[config.mk]
export PLATFORM = sky130hd
export DESIGN_NAME = lsp_prev_update_flat
export DESIGN_NICKNAME = d
export VERILOG_FILES = /design/src/rtl/lsp_prev_update_if.sv /design/src/rtl/lsp_prev_update.sv /design/src/flat_wrapper.sv
export SDC_FILE = /design/constraint.sdc
export NUM_CORES = 1
export LEC_CHECK = 0
export CAP_MARGIN = 10
export CORE_MARGIN = 3
export CORE_UTILIZATION = 24
export CTS_CLUSTER_DIAMETER = 40
export DETAILED_ROUTE_END_ITERATION = 6
export SYNTH_ARGS = -nofsm -noshare
export SYNTH_HDL_FRONTEND = slang
export SYNTH_SLANG_ARGS = --single-unit
[constraint.sdc]
create_clock -name clk -period 2.25 [get_ports clk]
set_input_delay 0.3375 -clock clk [delete_from_list [all_inputs] [get_ports clk]]
set_output_delay 0.3375 -clock clk [all_outputs]
set_load 0.01 [all_outputs]
[src/rtl/lsp_prev_update_if.sv]
// ---------------------------------------------------------------------------
// lsp_prev_update_if : start/adder/scratch-memory bundle of lsp_prev_update
// Revision: 1.0
// ---------------------------------------------------------------------------
`default_nettype none

interface lsp_prev_update_if;
  logic        start;
  logic [11:0] lspEleAddr;
  logic [15:0] addIn;
  logic [31:0] memIn;
  logic [15:0] add_a;
  logic [15:0] add_b;
  logic [11:0] memReadAddr;
  logic [11:0] memWriteAddr;
  logic [31:0] memOut;
  logic        memWriteEn;
  logic        done;

  modport slave (
    input  start, lspEleAddr, addIn, memIn,
    output add_a, add_b, memReadAddr, memWriteAddr, memOut, memWriteEn, done
  );

  modport master (
    output start, lspEleAddr, addIn, memIn,
    input  add_a, add_b, memReadAddr, memWriteAddr, memOut, memWriteEn, done
  );
endinterface

`default_nettype wire

[src/rtl/lsp_prev_update.sv]
// ---------------------------------------------------------------------------
// lsp_prev_update : shifts the freq_prev history down one row, loads lsp_ele
// Revision: 1.0
// ---------------------------------------------------------------------------
`default_nettype none

module lsp_prev_update #(
  parameter logic [15:0] M         = 16'd10,
  parameter logic [15:0] MA_NP     = 16'd4,
  parameter logic [11:0] FREQ_PREV = 12'h100
) (
  input  wire logic         clk,
  input  wire logic         reset,
  lsp_prev_update_if.slave  bus
);

  typedef enum logic [1:0] {
    S_IDLE = 2'd0,
    S_RD   = 2'd1,
    S_WR   = 2'd2,
    S_NXT  = 2'd3
  } state_t;

  state_t      state_q, state_d;
  logic [15:0] k_q, k_d;
  logic [15:0] j_q, j_d;
  logic        done_q, done_d;

  logic [11:0] rd_addr;
  logic [11:0] wr_addr;
  logic [31:0] wr_data;
  logic        wr_en;
  logic [15:0] op_a;
  logic [15:0] op_b;

  logic [1:0]  src_row;
  logic [11:0] src_addr;
  logic [11:0] dst_addr;
  logic        unused_ele_lsbs;

  // Row k is filled from row k-1; row 0 is filled from the lsp_ele vector.
  assign src_row  = k_q[1:0] - 2'd1;
  assign src_addr = (k_q == 16'd0) ? {bus.lspEleAddr[11:4], j_q[3:0]}
                                   : {FREQ_PREV[11:6], src_row, j_q[3:0]};
  assign dst_addr = {FREQ_PREV[11:6], k_q[1:0], j_q[3:0]};

  assign unused_ele_lsbs = ^bus.lspEleAddr[3:0];

  always_ff @(posedge clk) begin
    if (reset) begin
      state_q <= S_IDLE;
      k_q     <= 16'd0;
      j_q     <= 16'd0;
      done_q  <= 1'b0;
    end else begin
      state_q <= state_d;
      k_q     <= k_d;
      j_q     <= j_d;
      done_q  <= done_d;
    end
  end

  always_comb begin
    state_d = state_q;
    k_d     = k_q;
    j_d     = j_q;
    done_d  = 1'b0;
    rd_addr = 12'd0;
    wr_addr = 12'd0;
    wr_data = 32'd0;
    wr_en   = 1'b0;
    op_a    = 16'd0;
    op_b    = 16'd0;

    case (state_q)
      S_IDLE: begin
        if (bus.start) begin
          k_d     = MA_NP - 16'd1;
          j_d     = 16'd0;
          state_d = S_RD;
        end
      end

      S_RD: begin
        rd_addr = src_addr;
        state_d = S_WR;
      end

      S_WR: begin
        rd_addr = src_addr;
        wr_addr = dst_addr;
        wr_data = bus.memIn;
        wr_en   = 1'b1;
        op_a    = j_q;
        op_b    = 16'd1;
        j_d     = bus.addIn;
        state_d = (bus.addIn == M) ? S_NXT : S_RD;
      end

      S_NXT: begin
        j_d = 16'd0;
        if (k_q == 16'd0) begin
          done_d  = 1'b1;
          state_d = S_IDLE;
        end else begin
          op_a    = k_q;
          op_b    = 16'hFFFF;
          k_d     = bus.addIn;
          state_d = S_RD;
        end
      end

      default: state_d = S_IDLE;
    endcase
  end

  assign bus.memReadAddr  = rd_addr;
  assign bus.memWriteAddr = wr_addr;
  assign bus.memOut       = wr_data;
  assign bus.memWriteEn   = wr_en;
  assign bus.add_a        = op_a;
  assign bus.add_b        = op_b;
  assign bus.done         = done_q;

endmodule

`default_nettype wire

[src/flat_wrapper.sv]
// flat-port wrapper written by rule: the top's interface ports become plain ports
module lsp_prev_update_flat 
#(
  parameter logic [15:0] M         = 16'd10,
  parameter logic [15:0] MA_NP     = 16'd4,
  parameter logic [11:0] FREQ_PREV = 12'h100
)
  (clk, reset, bus_start, bus_lspEleAddr, bus_addIn, bus_memIn, bus_add_a, bus_add_b, bus_memReadAddr, bus_memWriteAddr, bus_memOut, bus_memWriteEn, bus_done);
  lsp_prev_update_if bus_i ();
  input  wire logic clk;
  input  wire logic reset;
  input wire logic [$bits(bus_i.start)-1:0] bus_start;
  input wire logic [$bits(bus_i.lspEleAddr)-1:0] bus_lspEleAddr;
  input wire logic [$bits(bus_i.addIn)-1:0] bus_addIn;
  input wire logic [$bits(bus_i.memIn)-1:0] bus_memIn;
  output wire logic [$bits(bus_i.add_a)-1:0] bus_add_a;
  output wire logic [$bits(bus_i.add_b)-1:0] bus_add_b;
  output wire logic [$bits(bus_i.memReadAddr)-1:0] bus_memReadAddr;
  output wire logic [$bits(bus_i.memWriteAddr)-1:0] bus_memWriteAddr;
  output wire logic [$bits(bus_i.memOut)-1:0] bus_memOut;
  output wire logic [$bits(bus_i.memWriteEn)-1:0] bus_memWriteEn;
  output wire logic [$bits(bus_i.done)-1:0] bus_done;
  assign bus_i.start = bus_start;
  assign bus_i.lspEleAddr = bus_lspEleAddr;
  assign bus_i.addIn = bus_addIn;
  assign bus_i.memIn = bus_memIn;
  assign bus_add_a = bus_i.add_a;
  assign bus_add_b = bus_i.add_b;
  assign bus_memReadAddr = bus_i.memReadAddr;
  assign bus_memWriteAddr = bus_i.memWriteAddr;
  assign bus_memOut = bus_i.memOut;
  assign bus_memWriteEn = bus_i.memWriteEn;
  assign bus_done = bus_i.done;
  lsp_prev_update #(.M(M), .MA_NP(MA_NP), .FREQ_PREV(FREQ_PREV)) u_core (.clk(clk), .reset(reset), .bus(bus_i));
endmodule
# ---- Word level (Yosys, flattened, before mapping)
# Cells that the tools add are included.
dict set report word_totals {
  wordCells 39
  regBits 35
}
dict set report classes {
  n_mux 19
  reduce_logical 8
  add_sub_neg 1
  n_bitwise 1
  n_eq_ne 6
}
# op n
set ops {}
lappend ops {{$pmux 16 s2} 3}
lappend ops {{$mux 16} 5}
lappend ops {{$pmux 16 s3} 1}
lappend ops {{$mux 32} 1}
lappend ops {{$mux 12} 2}
lappend ops {{$eq 16x4->1 const B} 1}
lappend ops {{$logic_not 16->1} 1}
lappend ops {{$mux 9} 1}
lappend ops {{$pmux 2 s4} 1}
lappend ops {{$eq 2x2->1 const B} 2}
lappend ops {{$mux 2} 2}
lappend ops {{$ne 2x2->1 const B} 2}
lappend ops {{$reduce_or 2->1} 2}
lappend ops {{$mux 1} 3}
lappend ops {{$reduce_and 3->1} 1}
lappend ops {{$reduce_bool 3->1} 1}
lappend ops {{$eq 2x1->1 const B} 1}
lappend ops {{$logic_not 2->1} 1}
lappend ops {{$reduce_and 2->1} 1}
lappend ops {{$reduce_bool 2->1} 1}
lappend ops {{$sub 2x1->2 const B} 1}
lappend ops {{$not 1->1} 1}

# ---- Depth between registers and ports, before layout
# Gate-level depths: netlist (run 1).
dict set report depth {
  ltp_word 3
  ltp_mapped 8
}

# ---- Worst setup path before layout (run 1)
# No wires, ideal clock.
dict set report synth_timing {
  path_kind {register to output}
  from {register u_core.k_q[0]}
  to {output bus_add_b[10]}
  arrival_time_ns 1.470
  n_path_buf 1
  stages_incl_launch_ff 8
  required_ns 1.913
  path_slack_ns 0.443
  path_cell_list {dfxtp_1 -> inv_1 -> ha_1 -> nor4b_2 -> nand4_1 -> nand2_1 -> inv_1 -> buf_4}
}
dict set report synth_between {
  elab_chain_cells 3
}
# item line
set synth_lines {}
lappend synth_lines {{from (decl)} lsp_prev_update.sv:25} ;# logic [15:0] k_q, k_d;
lappend synth_lines {{from (signal assigned)} lsp_prev_update.sv:57} ;# k_q <= k_d;
lappend synth_lines {{$logic_not 16->1} lsp_prev_update.sv:102} ;# if (k_q == 16'd0) begin
lappend synth_lines {{$mux 16} lsp_prev_update.sv:102}
lappend synth_lines {{$pmux 16 s2} lsp_prev_update.sv:75} ;# case (state_q)
lappend synth_lines {{to (decl)} flat_wrapper.sv:17} ;# output wire logic [$bits(bus_i.add_b)-1:0] bus_add_b;
# Every way passes these cells.

# ---- Final worst setup path (run 1)
dict set report layout_timing {
  from {register u_core.k_q[0]}
  to {output bus_memReadAddr[5]}
}
dict set report layout_between {
  elab_chain_cells 3
}
# item line
set layout_lines {}
lappend layout_lines {{$sub 2x1->2 / $logic_not 16->1 (equally long branches)} {lsp_prev_update.sv:42, lsp_prev_update.sv:43}}
lappend layout_lines {{$mux 12 *} lsp_prev_update.sv:43} ;# assign src_addr = (k_q == 16'd0) ? {bus.lspEleAddr[11:4], j_q[3:0]}
lappend layout_lines {{$mux 12 *} lsp_prev_update.sv:75}
lappend layout_lines {{to (decl)} flat_wrapper.sv:18} ;# output wire logic [$bits(bus_i.memReadAddr)-1:0] bus_memReadAddr;
# Every way passes the cells marked *; elsewhere a longest branch is shown, timed or not.

==> results.yml, run 1 <==
pwr:
  power_density_nw_per_um2: 537
  intPower_mw: 1.38
  p_seq_frac: 0.342
  leakage_nw: 1.64
  ir_worst_vdd_v: 0.000302
  swShare: 0.337
  pwr-share-clk: 0.210
  share_comb_of_total_power: 0.448
  p_sw_mw: 0.705
timing:
  finClkSkew_ps: 2.30
  fin_crit_sh: 0.997
  rsz0062_at_grt: "yes"
  setup_viol: 0
  hold_viol: 0
  drv_slew: 0
  period_needed_ps: 2240
  fmax_mhz: 446
synth:
  synth_cells: 258
  synth_cell_types: 37
  yosysTopAreaCell: "dfxtp_1"
  synthFlopType: "dfxtp_1"
  yosysWarnings: 0
  synth_area_um2: 2120
  yosys-top-cells-area: "dfxtp_1 33%, and2_1 12%, buf_4 7.4%, o221a_1 5.8%, a21oi_1 5.4%"
  syn_area_per_cell_um2: 8.22
  synth_most_common_cell: "and2_1"
  synth_seq_area_share: 0.330
  synth_edf_count: 0
  synth_seq_cells: 35
  synthTopCellsByCount: "42 x and2_1, 35 x dfxtp_1, 25 x nand2_1"
  synthArstFlopShare: 0
  yosysTopAreaCellShare: 0.330
global_routing:
  grt_pass1_wl_um: 11900
  antenna_found_initial: 0
  grt_pass1_vias: 2272
  grt_start_max_net_pins: 28
  grt_overflow: 0
  grt_use_total: 0.148
worst_setup_path:
  required_ps: 1910
  slowest_delay_ps: 320
  crit_path_max_fanout: 4
  critical_path_buf_inv_count: 4
  startpoint: "u_core.k_q[0]$_SDFFE_PP0P_"
  cp.depth: 8
  timing.rr.end: "u_core.k_q[5]$_SDFFE_PP0P_"
  crit_path_cell_trace: "inv_2 -> ha_4 -> nor4b_4 -> nand4_1 -> buf_4 -> buf_6 -> o211a_1 -> buf_6"
  cp_top_family: "buffers and inverters"
  cp-start-kind: "register"
  r2r_cells: 9
  rr_startpoint: "u_core.k_q[0]$_SDFFE_PP0P_"
  cp-end-kind: "output port"
  worstSetupPathType: "register to output port"
  r2r_slack_ps: 410
  crit_top_cell: "buf_6"
  worst-endpoint-arrival_ps: 1910
  setup.worst_path.end: "bus_memReadAddr[5]"
  crit_slowest_cell: "dfxtp_2"
worst_hold_path:
  worstHoldPathType: "register to register"
  min_from: "u_core.j_q[5]$_SDFFE_PP0P_"
cts:
  cts_tree: "done"
  numCtsBuffers: 5
  cts.clk_slew.worst_paths_ps: 70
  clk_latency_ps: 280
  cts-root-buf: "clkbuf_8"
  postCtsHoldBufs: 0
  numClockSinks: 35
  htreeDepth: 2
  clock_path_buffers: 2
routing:
  drt-initial-drc-count: 79
  ant_nets: 0
  vias_per_cell: 4.70
  drt_wl_total_um: 7940
  drt-pass1-iter-count: 4
  post_drt_wl_per_cell_um: 15.6
  drc: 0
  vias: 2389
layout:
  multi_input_area_um2: 1230
  fin_util: 0.464
  area_growth_syn_to_layout_pct: 83.5
  n_fill_cell: 844
  nNetsFinal: 470
  drive_above_1_share: 0.159
  antennaDiodeCount: 0
  layout.area.seq_um2: 706
  stdcell_area_um2: 3890
floorplanning:
  die_y_um: 100
  core_region_area_um2: 8380
  die_w_um: 100
  start_util: 0.253
  die_area_um2: 10000
  core.rowCount: 33
  io_pins: 153
run:
  drv_cap: 0
status:
  outcome: "complete, no violations"
place:
  place_congestion: 0.783
  port_buffers: 143
  dp_hpwl_um: 5900
  dpl_cell_area_um2: 3640
-- through the flow --
step	setup WS [ps]	power (mW)	hold WS, ps	std cells	TNS [ps]
floorplan	443	1.13	432	262	0
global placement	-17.2	1.56	438	490	-237
detailed placement	-55.4	1.57	443	490	-803
CTS	4.66	2.05	453	504	0
global route	-131	2.21	473	508	-484
finish	5.88	2.09	451	508	0
-- power groups by stage --
stage	Combinational [mW]	Sequential [mW]	Clock (mW)
after floorplan	0.422	0.710	0
after global placement	0.840	0.718	0
after detailed placement	0.852	0.719	0
after CTS	0.892	0.711	0.449
after global routing	1.01	0.721	0.472
final	0.936	0.715	0.438
-- placed cells by master (no fill, tap or decap), types with 3 or more instances in the layout --
cell	instances
and2_1	42
nand3_1	17
buf_12	4
dfxtp_1	31
clkdlybuf4s15_1	19
nand4_1	7
dfxtp_2	4
clkbuf_8	5
a21oi_1	23
buf_4	22
ha_4	3
buf_6	3
o221a_1	11
dlymetal6s2s_1	8
a22o_1	12
clkbuf_2	3
nand2_1	23
and3_1	6
nor3_1	3
inv_2	3
buf_2	3
clkdlybuf4s50_1	108
conb_1	5
-- final cells by class --
cell class	count	area share
Timing Repair Buffer	172	0.440
Tap cell	105	0.0338
Sequential cell	35	0.181
Clock inverter	1	0.00129
Clock buffer	7	0.0196
Multi-Input combinational cell	181	0.315
Inverter	7	0.00868
-- worst register-to-register path: stages (launching register included) --
cell	delay [ps]
dfxtp_2	320
inv_2	70
ha_4	130
nor4b_4	200
buf_4	150
and4_4	250
buf_4	120
a21oi_2	70
buf_4	190
o221a_1	220
-- layer usage --
metal  part of all wire  vias up  GRT usage  wire [um]
li1                   -     1175          -          -
met1               0.44     1112      0.192       3510
met2               0.48       98      0.254       3820
met3              0.072        4     0.0313        568
met4             0.0043        0     0.0311         34
met5                  0        -          0          0
-- how the worst min path moves through the flow --
stage	slack, ps	end	cells after the start
after global placement	440	u_core.j_q[14]$_SDFFE_PP0P_	2
after detailed placement	440	u_core.j_q[5]$_SDFFE_PP0P_	2
final	450	u_core.j_q[5]$_SDFFE_PP0P_	2
after floorplan	430	u_core.j_q[10]$_SDFFE_PP0P_	2
after global routing	470	u_core.j_q[13]$_SDFFE_PP0P_	2
after CTS	450	u_core.j_q[5]$_SDFFE_PP0P_	2
-- kinds of logic (layout without fill, tap and decap cells) --
kind of cell / Yosys count / count (layout) / synth area share
AND/OR/NAND/NOR: 113 / 113 / 0.306
other: 1 / 5 / 0.00177
flip-flops: 35 / 35 / 0.330
adder cells (fa/ha/maj): 5 / 5 / 0.0295
AO/OA/AOI/OAI: 58 / 58 / 0.208
buffers and inverters: 46 / 187 / 0.124
-- registers in the layout, summed over array words and instances, names as in the netlist --
register         count
u_core.j_q          16
u_core.bus.done      1
u_core.state_q       2
u_core.k_q          16
-- timing repair --
action | in CTS | in global routing
pin swaps | 2 | 5
endpoints found under the setup margin | 78 | 49
gates resized for setup | 49 | 46
buffers inserted | 6 | 4
gates cloned | 0 | 1
Note: power is estimated with default switching activity, not from simulation.
==> inputs of run 2 (changes only) <==
--- a/config.mk
+++ b/config.mk
@@ -9,7 +9,9 @@
 export CORE_MARGIN = 3
 export CORE_UTILIZATION = 24
 export CTS_CLUSTER_DIAMETER = 40
+export CTS_CLUSTER_SIZE = 14
 export DETAILED_ROUTE_END_ITERATION = 6
+export PLACE_DENSITY = 0.69
 export SYNTH_ARGS = -nofsm -noshare
 export SYNTH_HDL_FRONTEND = slang
 export SYNTH_SLANG_ARGS = --single-unit
==> results.yml, run 2 (synthesis results as in run 1) <==
cts:
  cts-root-buf: "clkbuf_8"
  cts_tree: "done"
  clock_path_buffers: 2
  cts.clk_slew.worst_paths_ps: 70
  numCtsBuffers: 5
  clk_latency_ps: 280
  numClockSinks: 35
  htreeDepth: 2
worst_setup_path:
  r2r_slack_ps: 340
  required_ps: 1910
  cp-end-kind: "output port"
  worst-endpoint-arrival_ps: 1880
  rr_startpoint: "u_core.k_q[0]$_SDFFE_PP0P_"
  crit_path_max_fanout: 5
  worstSetupPathType: "register to output port"
  cp-start-kind: "register"
  timing.rr.end: "u_core.k_q[10]$_SDFFE_PP0P_"
  r2r_cells: 10
pwr:
  p_sw_mw: 0.705
  power_density_nw_per_um2: 542
  swShare: 0.329
  ir_worst_vdd_v: 0.000350
  leakage_nw: 1.81
  p_seq_frac: 0.336
  share_comb_of_total_power: 0.431
  pwr-share-clk: 0.234
  intPower_mw: 1.44
global_routing:
  grt_use_total: 0.152
  grt_start_max_net_pins: 25
  grt_overflow: 0
  grt_pass1_vias: 2341
  antenna_found_initial: 0
  grt_pass1_wl_um: 12200
layout:
  layout.area.seq_um2: 707
  drive_above_1_share: 0.194
  multi_input_area_um2: 1230
  layout_commonest_cell: "clkdlybuf4s50_1"
  antennaDiodeCount: 0
  area_growth_syn_to_layout_pct: 86.3
  n_fill_cell: 807
  nNetsFinal: 474
  final_cell_mix: "100 x clkdlybuf4s50_1, 42 x and2_1, 32 x dfxtp_1, 24 x nand2_1, 23 x a21oi_1"
  top_regs: "u_core.j_q x16, u_core.k_q x16, u_core.state_q x2"
floorplanning:
  die_area_um2: 10000
  start_util: 0.253
  core.rowCount: 33
  core_region_area_um2: 8380
  die_y_um: 100
  die_w_um: 100
  io_pins: 153
timing:
  setup_viol: 0
  fmax_mhz: 452
  worst_slack_ps: 35.7
  tns_ps: 0
  finClkSkew_ps: 5.14
  rsz0062_at_grt: "yes"
  drv_slew: 0
  hold_viol: 0
  fin_crit_sh: 0.984
  period_needed_ps: 2210
routing:
  wl_met2_um: 4050
  drt_wl_total_um: 8130
  vias: 2407
  drc: 0
  dr.max_layer_used: "met4"
  drt-initial-drc-count: 117
  ant_nets: 0
  post_drt_wl_per_cell_um: 15.9
  dr_wl_met3_um: 684
  drt-pass1-iter-count: 4
  wl_met1_um: 3370
  vias_per_cell: 4.70
worst_hold_path:
  worstHoldPathType: "register to register"
  whs_endpoint: "u_core.j_q[12]$_SDFFE_PP0P_"
  min_from: "u_core.j_q[12]$_SDFFE_PP0P_"
  min_delay_path_depth: 2
place:
  dp_hpwl_um: 6250
  pre_cts_ws_ps: -21.3
  place_congestion: 0.872
  port_buffers: 143
status:
  outcome: "complete, no violations"
run:
  drv_cap: 0
-- run 2: area by class of cell --
cell class              instances  share of cell area
well taps                     105              0.0333
multi-input cells             181               0.312
repair inverters                1             0.00190
inverters                       7             0.00824
flip-flops and latches         35               0.179
repair buffers                175               0.440
clock buffers                   8              0.0253
-- run 2: critical path, stage by stage, from the launching register on --
cell and delay (ps):
dfxtp_1 320, inv_2 70, ha_4 130, nor4b_4 190, nand4_1 200, nand2_2 170
buf_12 120, clkinvlp_4 120, buf_6 160, buf_6 120
-- run 2: through the flow --
step | total power [mW] | hold slack [ps] | std cells | cell area [um2] | utilization
after floorplan | 1.13 | 432 | 262 | 2140 | -
after global placement | 1.56 | 438 | 492 | 3630 | 0.434
after detailed placement | 1.57 | 447 | 492 | 3630 | 0.434
after CTS | 2.13 | 456 | 510 | 3870 | 0.462
after global routing | 2.26 | 483 | 512 | 3950 | 0.471
final | 2.14 | 455 | 512 | 3950 | 0.471
-- run 2: repair_timing --
action	in CTS	in global routing
cloned	1	1
endpoints found under the setup margin	83	65
buffers inserted	9	1
pin swaps	2	1
gates resized for setup	62	73
hold buffers	0	0
-- run 2: per-layer routing --
metal  vias up  GRT usage
met5         -          0
met4         0     0.0301
met3         6     0.0354
met2       111      0.277
met1      1109      0.184
li1       1181          -
-- run 2: worst max-delay path by stage --
| stage | slack (ps) | cells after the start | startpoint | endpoint |
|---|---|---|---|---|
| 3_5_place_dp | -20 | 7 | u_core.k_q[0]$_SDFFE_PP0P_ | bus_add_b[11] |
| 6_report | 40 | 9 | u_core.k_q[0]$_SDFFE_PP0P_ | bus_add_b[6] |
| 2_1_floorplan | 440 | 7 | u_core.k_q[0]$_SDFFE_PP0P_ | bus_add_b[10] |
| 4_1_cts | -80 | 9 | u_core.k_q[1]$_SDFFE_PP0P_ | bus_add_b[10] |
| 5_1_grt | -90 | 9 | u_core.k_q[1]$_SDFFE_PP0P_ | bus_add_b[6] |
| 3_3_place_gp | 10 | 7 | u_core.k_q[0]$_SDFFE_PP0P_ | bus_add_b[11] |
-- run 2: power groups by stage --
stage	sequential (mW)	clock [mW]	combinational, mW
after floorplan	0.710	0	0.422
after global placement	0.718	0	0.839
after detailed placement	0.719	0	0.851
after CTS	0.713	0.510	0.905
after global routing	0.724	0.538	0.994
final	0.719	0.501	0.923
